[config.mk]
export PLATFORM = sky130hd
export DESIGN_NAME = seg_scan_ctrl
export DESIGN_NICKNAME = d
export VERILOG_FILES = /design/src/rtl/seg_scan_ctrl.sv
export SDC_FILE = /design/constraint.sdc
export NUM_CORES = 1
export LEC_CHECK = 0
export ABC_AREA = 1
export BUFFER_PORTS_ARGS = -buffer_cell sky130_fd_sc_hd__buf_2
export CAP_MARGIN = 0
export CORE_MARGIN = 2
export CORE_UTILIZATION = 50
export CTS_CLUSTER_SIZE = 14
export DETAILED_ROUTE_END_ITERATION = 10
export GPL_TIMING_DRIVEN = 0
export PLACE_DENSITY_LB_ADDON = 0.15
export SYNTH_ARGS = -nofsm -noshare
export SYNTH_HDL_FRONTEND = slang
export SYNTH_SLANG_ARGS = --single-unit
[constraint.sdc]
create_clock -name clk -period 2.35 [get_ports clk]
set_input_delay 0.1175 -clock clk [delete_from_list [all_inputs] [get_ports clk]]
set_output_delay 0.1175 -clock clk [all_outputs]
set_load 0.005 [all_outputs]
[src/rtl/seg_scan_ctrl.sv]
// Four-digit seven-segment scanner with per-slot blanking dead-time, digit enable and blink masking.
// Registered outputs change on the transition edge; no backpressure, en=0 freezes all counters and blanks.
module seg_scan_ctrl #(
   parameter int TICK_DIV  = 100000,
   parameter int DEAD_CYC  = 16,
   parameter int BLINK_DIV = 250
) (
   input  logic        clk,
   input  logic        rst,
   input  logic        en,
   input  logic [15:0] digits,
   input  logic [3:0]  dp_in,
   input  logic [3:0]  digit_en,
   input  logic [3:0]  blink_mask,
   output logic [3:0]  an,
   output logic [6:0]  seg,
   output logic        dp,
   output logic [1:0]  scan_idx
);
   localparam int PW = $clog2(TICK_DIV);
   localparam int DW = $clog2(DEAD_CYC + 1);
   localparam int BW = $clog2(BLINK_DIV + 1);
   localparam logic [PW-1:0] P_LAST = PW'(TICK_DIV - 1);
   localparam logic [DW-1:0] D_LAST = DW'(DEAD_CYC - 1);
   localparam logic [BW-1:0] B_LAST = BW'(BLINK_DIV - 1);

   typedef enum logic {DEAD, SHOW} state_t;

   state_t          state, state_nxt;
   logic [PW-1:0]   pcnt;
   logic [DW-1:0]   dcnt, dcnt_nxt;
   logic [BW-1:0]   bcnt;
   logic            blink_off;
   logic            held;
   logic [3:0]      lat_nib;
   logic            lat_dp, lat_en, lat_bm;
   logic            tick, latch;
   logic [3:0]      src_nib;
   logic            src_dp, src_en, src_bm;
   logic [3:0]      an_nxt;
   logic [6:0]      seg_nxt;
   logic            dp_nxt;

   function automatic logic [6:0] hex7(input logic [3:0] v);
      case (v)
         4'h0: hex7 = 7'h40;
         4'h1: hex7 = 7'h79;
         4'h2: hex7 = 7'h24;
         4'h3: hex7 = 7'h30;
         4'h4: hex7 = 7'h19;
         4'h5: hex7 = 7'h12;
         4'h6: hex7 = 7'h02;
         4'h7: hex7 = 7'h78;
         4'h8: hex7 = 7'h00;
         4'h9: hex7 = 7'h10;
         4'hA: hex7 = 7'h08;
         4'hB: hex7 = 7'h03;
         4'hC: hex7 = 7'h46;
         4'hD: hex7 = 7'h21;
         4'hE: hex7 = 7'h06;
         4'hF: hex7 = 7'h0E;
      endcase
   endfunction

   assign tick = en && (pcnt == P_LAST);

   always_comb begin
      state_nxt = state;
      dcnt_nxt  = dcnt;
      latch     = 1'b0;
      if (en) begin
         if (tick) begin
            state_nxt = DEAD;
            dcnt_nxt  = '0;
         end else if (state == SHOW && held) begin
            // resuming from a pause mid-slot re-runs the dead-time before relighting
            state_nxt = DEAD;
            dcnt_nxt  = '0;
         end else if (state == DEAD) begin
            if (dcnt == D_LAST) begin
               state_nxt = SHOW;
               latch     = 1'b1;
            end else begin
               dcnt_nxt = dcnt + 1'b1;
            end
         end
      end

      src_nib = latch ? digits[{scan_idx, 2'b00} +: 4] : lat_nib;
      src_dp  = latch ? dp_in[scan_idx]      : lat_dp;
      src_en  = latch ? digit_en[scan_idx]   : lat_en;
      src_bm  = latch ? blink_mask[scan_idx] : lat_bm;

      an_nxt  = 4'hF;
      seg_nxt = 7'h7F;
      dp_nxt  = 1'b1;
      if (en && state_nxt == SHOW) begin
         seg_nxt = hex7(src_nib);
         dp_nxt  = ~src_dp;
         if (src_en && !(src_bm && blink_off))
            an_nxt = ~(4'b0001 << scan_idx);
      end
   end

   always_ff @(posedge clk or posedge rst) begin
      if (rst) state <= DEAD;
      else     state <= state_nxt;
   end

   always_ff @(posedge clk or posedge rst) begin
      if (rst) begin
         pcnt      <= '0;
         dcnt      <= '0;
         bcnt      <= '0;
         scan_idx  <= 2'd0;
         blink_off <= 1'b0;
         held      <= 1'b0;
         lat_nib   <= 4'h0;
         lat_dp    <= 1'b0;
         lat_en    <= 1'b0;
         lat_bm    <= 1'b0;
         an        <= 4'hF;
         seg       <= 7'h7F;
         dp        <= 1'b1;
      end else begin
         held <= ~en;
         dcnt <= dcnt_nxt;
         an   <= an_nxt;
         seg  <= seg_nxt;
         dp   <= dp_nxt;
         if (en)
            pcnt <= (pcnt == P_LAST) ? '0 : pcnt + 1'b1;
         if (tick) begin
            scan_idx <= scan_idx + 2'd1;
            if (bcnt == B_LAST) begin
               bcnt      <= '0;
               blink_off <= ~blink_off;
            end else begin
               bcnt <= bcnt + 1'b1;
            end
         end
         if (latch) begin
            lat_nib <= src_nib;
            lat_dp  <= src_dp;
            lat_en  <= src_en;
            lat_bm  <= src_bm;
         end
      end
   end
endmodule
==> impl_metrics.tcl <==
set metrics [dict create \
    crit_buf_inv 2 \
    grt_pass1_vias 2648 \
    clk_transition_reported_paths_ps 100 \
    dpl-instance-area_sq_mm 0.00359 \
    cp_data_arrival_time_ps 2520 \
    slew_viol_final 0 \
    slew_headroom_pct 45.5 \
    critical_path_depth 14 \
    totalWireLength_mm 6.87 \
    path_class "reg2reg" \
    crit_fanout 5 \
    antenna_found_initial 0 \
    synthTopCellsByArea "dfrtp_1 32%, dfstp_2 9.7%, nand2_1 8.1%" \
    start_util_pct 51.7 \
    firstDrtPassIters 4 \
    r2r_slack_ps 90 \
    netlist_area_sq_mm 0.00326 \
    r2r_cells 14 \
    drv_cap 0 \
    timing.fmax_mhz 442 \
    fp.dieH_um 84.8 \
    ys_seq_area_share_pct 41.9 \
    grt-ovfl-total 0 \
    routabilityCongestion 0.919 \
    switching_share_pct 30.5 \
    netlist.top_cell.by_area "dfrtp_1" \
    instances_no_fill 550 \
    p_per_area_mw_per_mm2 657 \
    drive_gt1_share_pct 25.4 \
    outcome "finished clean" \
    finClkSkew_ps 7.68 \
    regArea_sq_mm 0.00137 \
    pwr-share-comb_pct 23.8 \
    p_leak_nw 1.86 \
    setup_ws_ps 89.2 \
    p_sw_mw 0.786 \
    final-setup-viol-count 0 \
    io_pins 45 \
    place_worst_setup_slack_ps -72.3 \
    synth_top_flop_cell "dfrtp_1" \
    fin_area_sq_mm 0.00392 \
    area_growth_pct 20.2 \
    vias_per_cell 5.20 \
    syn-num-nets 454 \
    p_seq_share_pct 47.0 \
    clk-insertion-delay-late_ps 300 \
    syn-instance-count 408 \
    end_kind "flop" \
    clock_sinks 54 \
    rows 29 \
    synth-edff-count 0 \
    dp_cells 529 \
    drcViolationCount 0 \
    wl_per_cell_um 12.5 \
    n_antenna_cell 0 \
    grt_setup_unrepaired "true" \
    period_share_pct 96.2 \
    cts_buffers 5 \
    final.min_clock_period_ps 2260 \
    crit_path_top_delay_cell "dfrtp_1" \
    htreeDepth 2 \
    required_ps 2610 \
    synth_top_area_share_pct 32.2 \
    power_frac_clock_pct 29.2 \
    detail-route-antenna-nets 0 \
    ir_worst_vdd_mv 0.353 \
    path_cells "ha_2 > nand2_2 > nor2_2 > ha_2 > nor3b_4 > buf_4 > nand3_4 > nand2_4 > inv_4 > ha_4 > nand3_2 > nor2_1 > nor2_1 > nand2_1" \
    async_flop_share_pct 100 \
    hp-start "en" \
    crit_path_start "dcnt[0]" \
    ys_seq_elements 54 \
    root_buffer "clkbuf_8" \
    grtUsageTotal_pct 20.0 \
    drt-initial-drc-count 152 \
    cp-start-kind "flop" \
    numPortBuffers 43 \
    hold_viol 0 \
    synth.avg_cell_area_sq_um 7.99 \
    dieArea_sq_mm 0.00719 \
    fp.dieW_um 84.8 \
    hold_path_class "in2reg" \
    p_int_mw 1.79 \
    via_count 2860 \
    slowest_delay_ps 400 \
    worst_pin_slew_ps 809 \
    fillerInstances 572 \
    path_delay_family "simple AND/OR/NAND/NOR gates" \
    r2r_start "dcnt[0]" \
    dpl.hpwl_mm 5.00 \
    coreArea_sq_mm 0.00631 \
    num-nets-final 518 \
    synthDistinctLibCells 37 \
    yosys_warnings 0 \
    holdPathStages 2 \
    endpoint "seg[1]" \
    multi_input_area_sq_mm 0.00170 \
    grt_max_degree 33 \
    grt_pass1_wl_mm 11.8 \
    r2r-end "seg[1]" \
    clock_path_buffers 2 \
    cts_tree "yes" \
]
-- cell usage after synthesis, types with 4 or more instances --
master,count
nand3_1,41
buf_2,7
nand4_1,15
xnor2_1,5
xor2_1,10
nor2_1,49
nand2_2,5
o22ai_1,5
dfrtp_1,42
o21ai_0,25
nor3_1,16
o21a_1,4
inv_1,48
nand2_1,70
a21oi_1,9
ha_1,15
dfstp_2,12
-- cell families (layout without fill, tap and decap cells) --
kind of cell / Yosys count / after routing / share of synthesized area [%]
buffers and inverters: 63 / 128 / 8.32
muxes: 1 / 1 / 0.460
AOI/OAI and AO/OA: 49 / 49 / 8.86
xor gates and xnor gates: 15 / 15 / 4.03
adders and majority gates: 15 / 15 / 5.75
DFF: 54 / 54 / 41.9
and+or+nand+nor: 211 / 211 / 30.7
-- flip-flops by register name, summed over array words and instances (netlist names), 2 cells and up --
name and count:
an 4, dcnt 5, bcnt 8, scan_idx 2
seg 7, pcnt 17, lat_nib 4
-- layout make-up --
class	instances	share of cell area, %
buffer	11	1.95
clock buffer	6	2.11
clock inverter	2	1.53
inverter	52	5.20
multi-input combinational	291	43.3
sequential	54	34.9
tap	77	2.46
timing repair buffer	57	8.55
-- through the flow --
step | hold slack, ps | power [mW] | util [%] | TNS (ps)
after floorplan | 351 | 1.64 | - | 0
after global placement | 400 | 1.78 | 56.6 | -106
after detailed placement | 187 | 1.80 | 56.9 | -261
after CTS | 68.4 | 2.56 | 59.6 | 0
after global routing | 79.5 | 2.75 | 62.1 | -341
final | 75.3 | 2.58 | 62.1 | 0
-- per-layer routing --
layer  GRT usage, %  vias up  part of all wire (%)
met5              0        -                     0
met4           6.49        0                   1.6
met3           2.95        8                   5.3
met2           33.2       91                    48
met1           26.9     1295                    45
li1               -     1466                     -
-- worst min-delay path by stage --
stage	end	slack [ps]
finish	held	80
global route	held	80
CTS	held	70
detailed placement	pcnt[6]	190
global placement	held	400
floorplan	held	350
-- power groups by stage --
| stage | Clock [mW] | Sequential, mW | Combinational, mW |
|---|---|---|---|
| after floorplan | 0 | 1.20 | 0.444 |
| after global placement | 0 | 1.22 | 0.555 |
| after detailed placement | 0 | 1.22 | 0.577 |
| after CTS | 0.775 | 1.21 | 0.581 |
| after global routing | 0.803 | 1.23 | 0.709 |
| final | 0.752 | 1.21 | 0.613 |
-- cells in the final DEF, fill, tap and decap left out, types with 6 or more instances in the layout --
master    instances
nor3_1           16
dfstp_2          12
a21oi_1           9
nor2_1           48
buf_4            15
nand3_1          38
buf_2            49
clkbuf_8          6
o21ai_0          24
dfrtp_1          42
nand4_1          15
ha_1              8
xor2_1           10
nand2_1          69
inv_1            46
-- timing repair --
| item | 4_1_cts | 5_1_grt |
|---|---|---|
| hold buffers | 1 | 0 |
| resized for setup | 0 | 22 |
| cloned | 0 | 0 |
| pin swaps | 0 | 8 |
| setup buffers | 2 | 10 |
| hold endpoints to repair | 15 | 0 |
| setup endpoints to repair | 5 | 7 |
(Power assumes the default switching activity.)
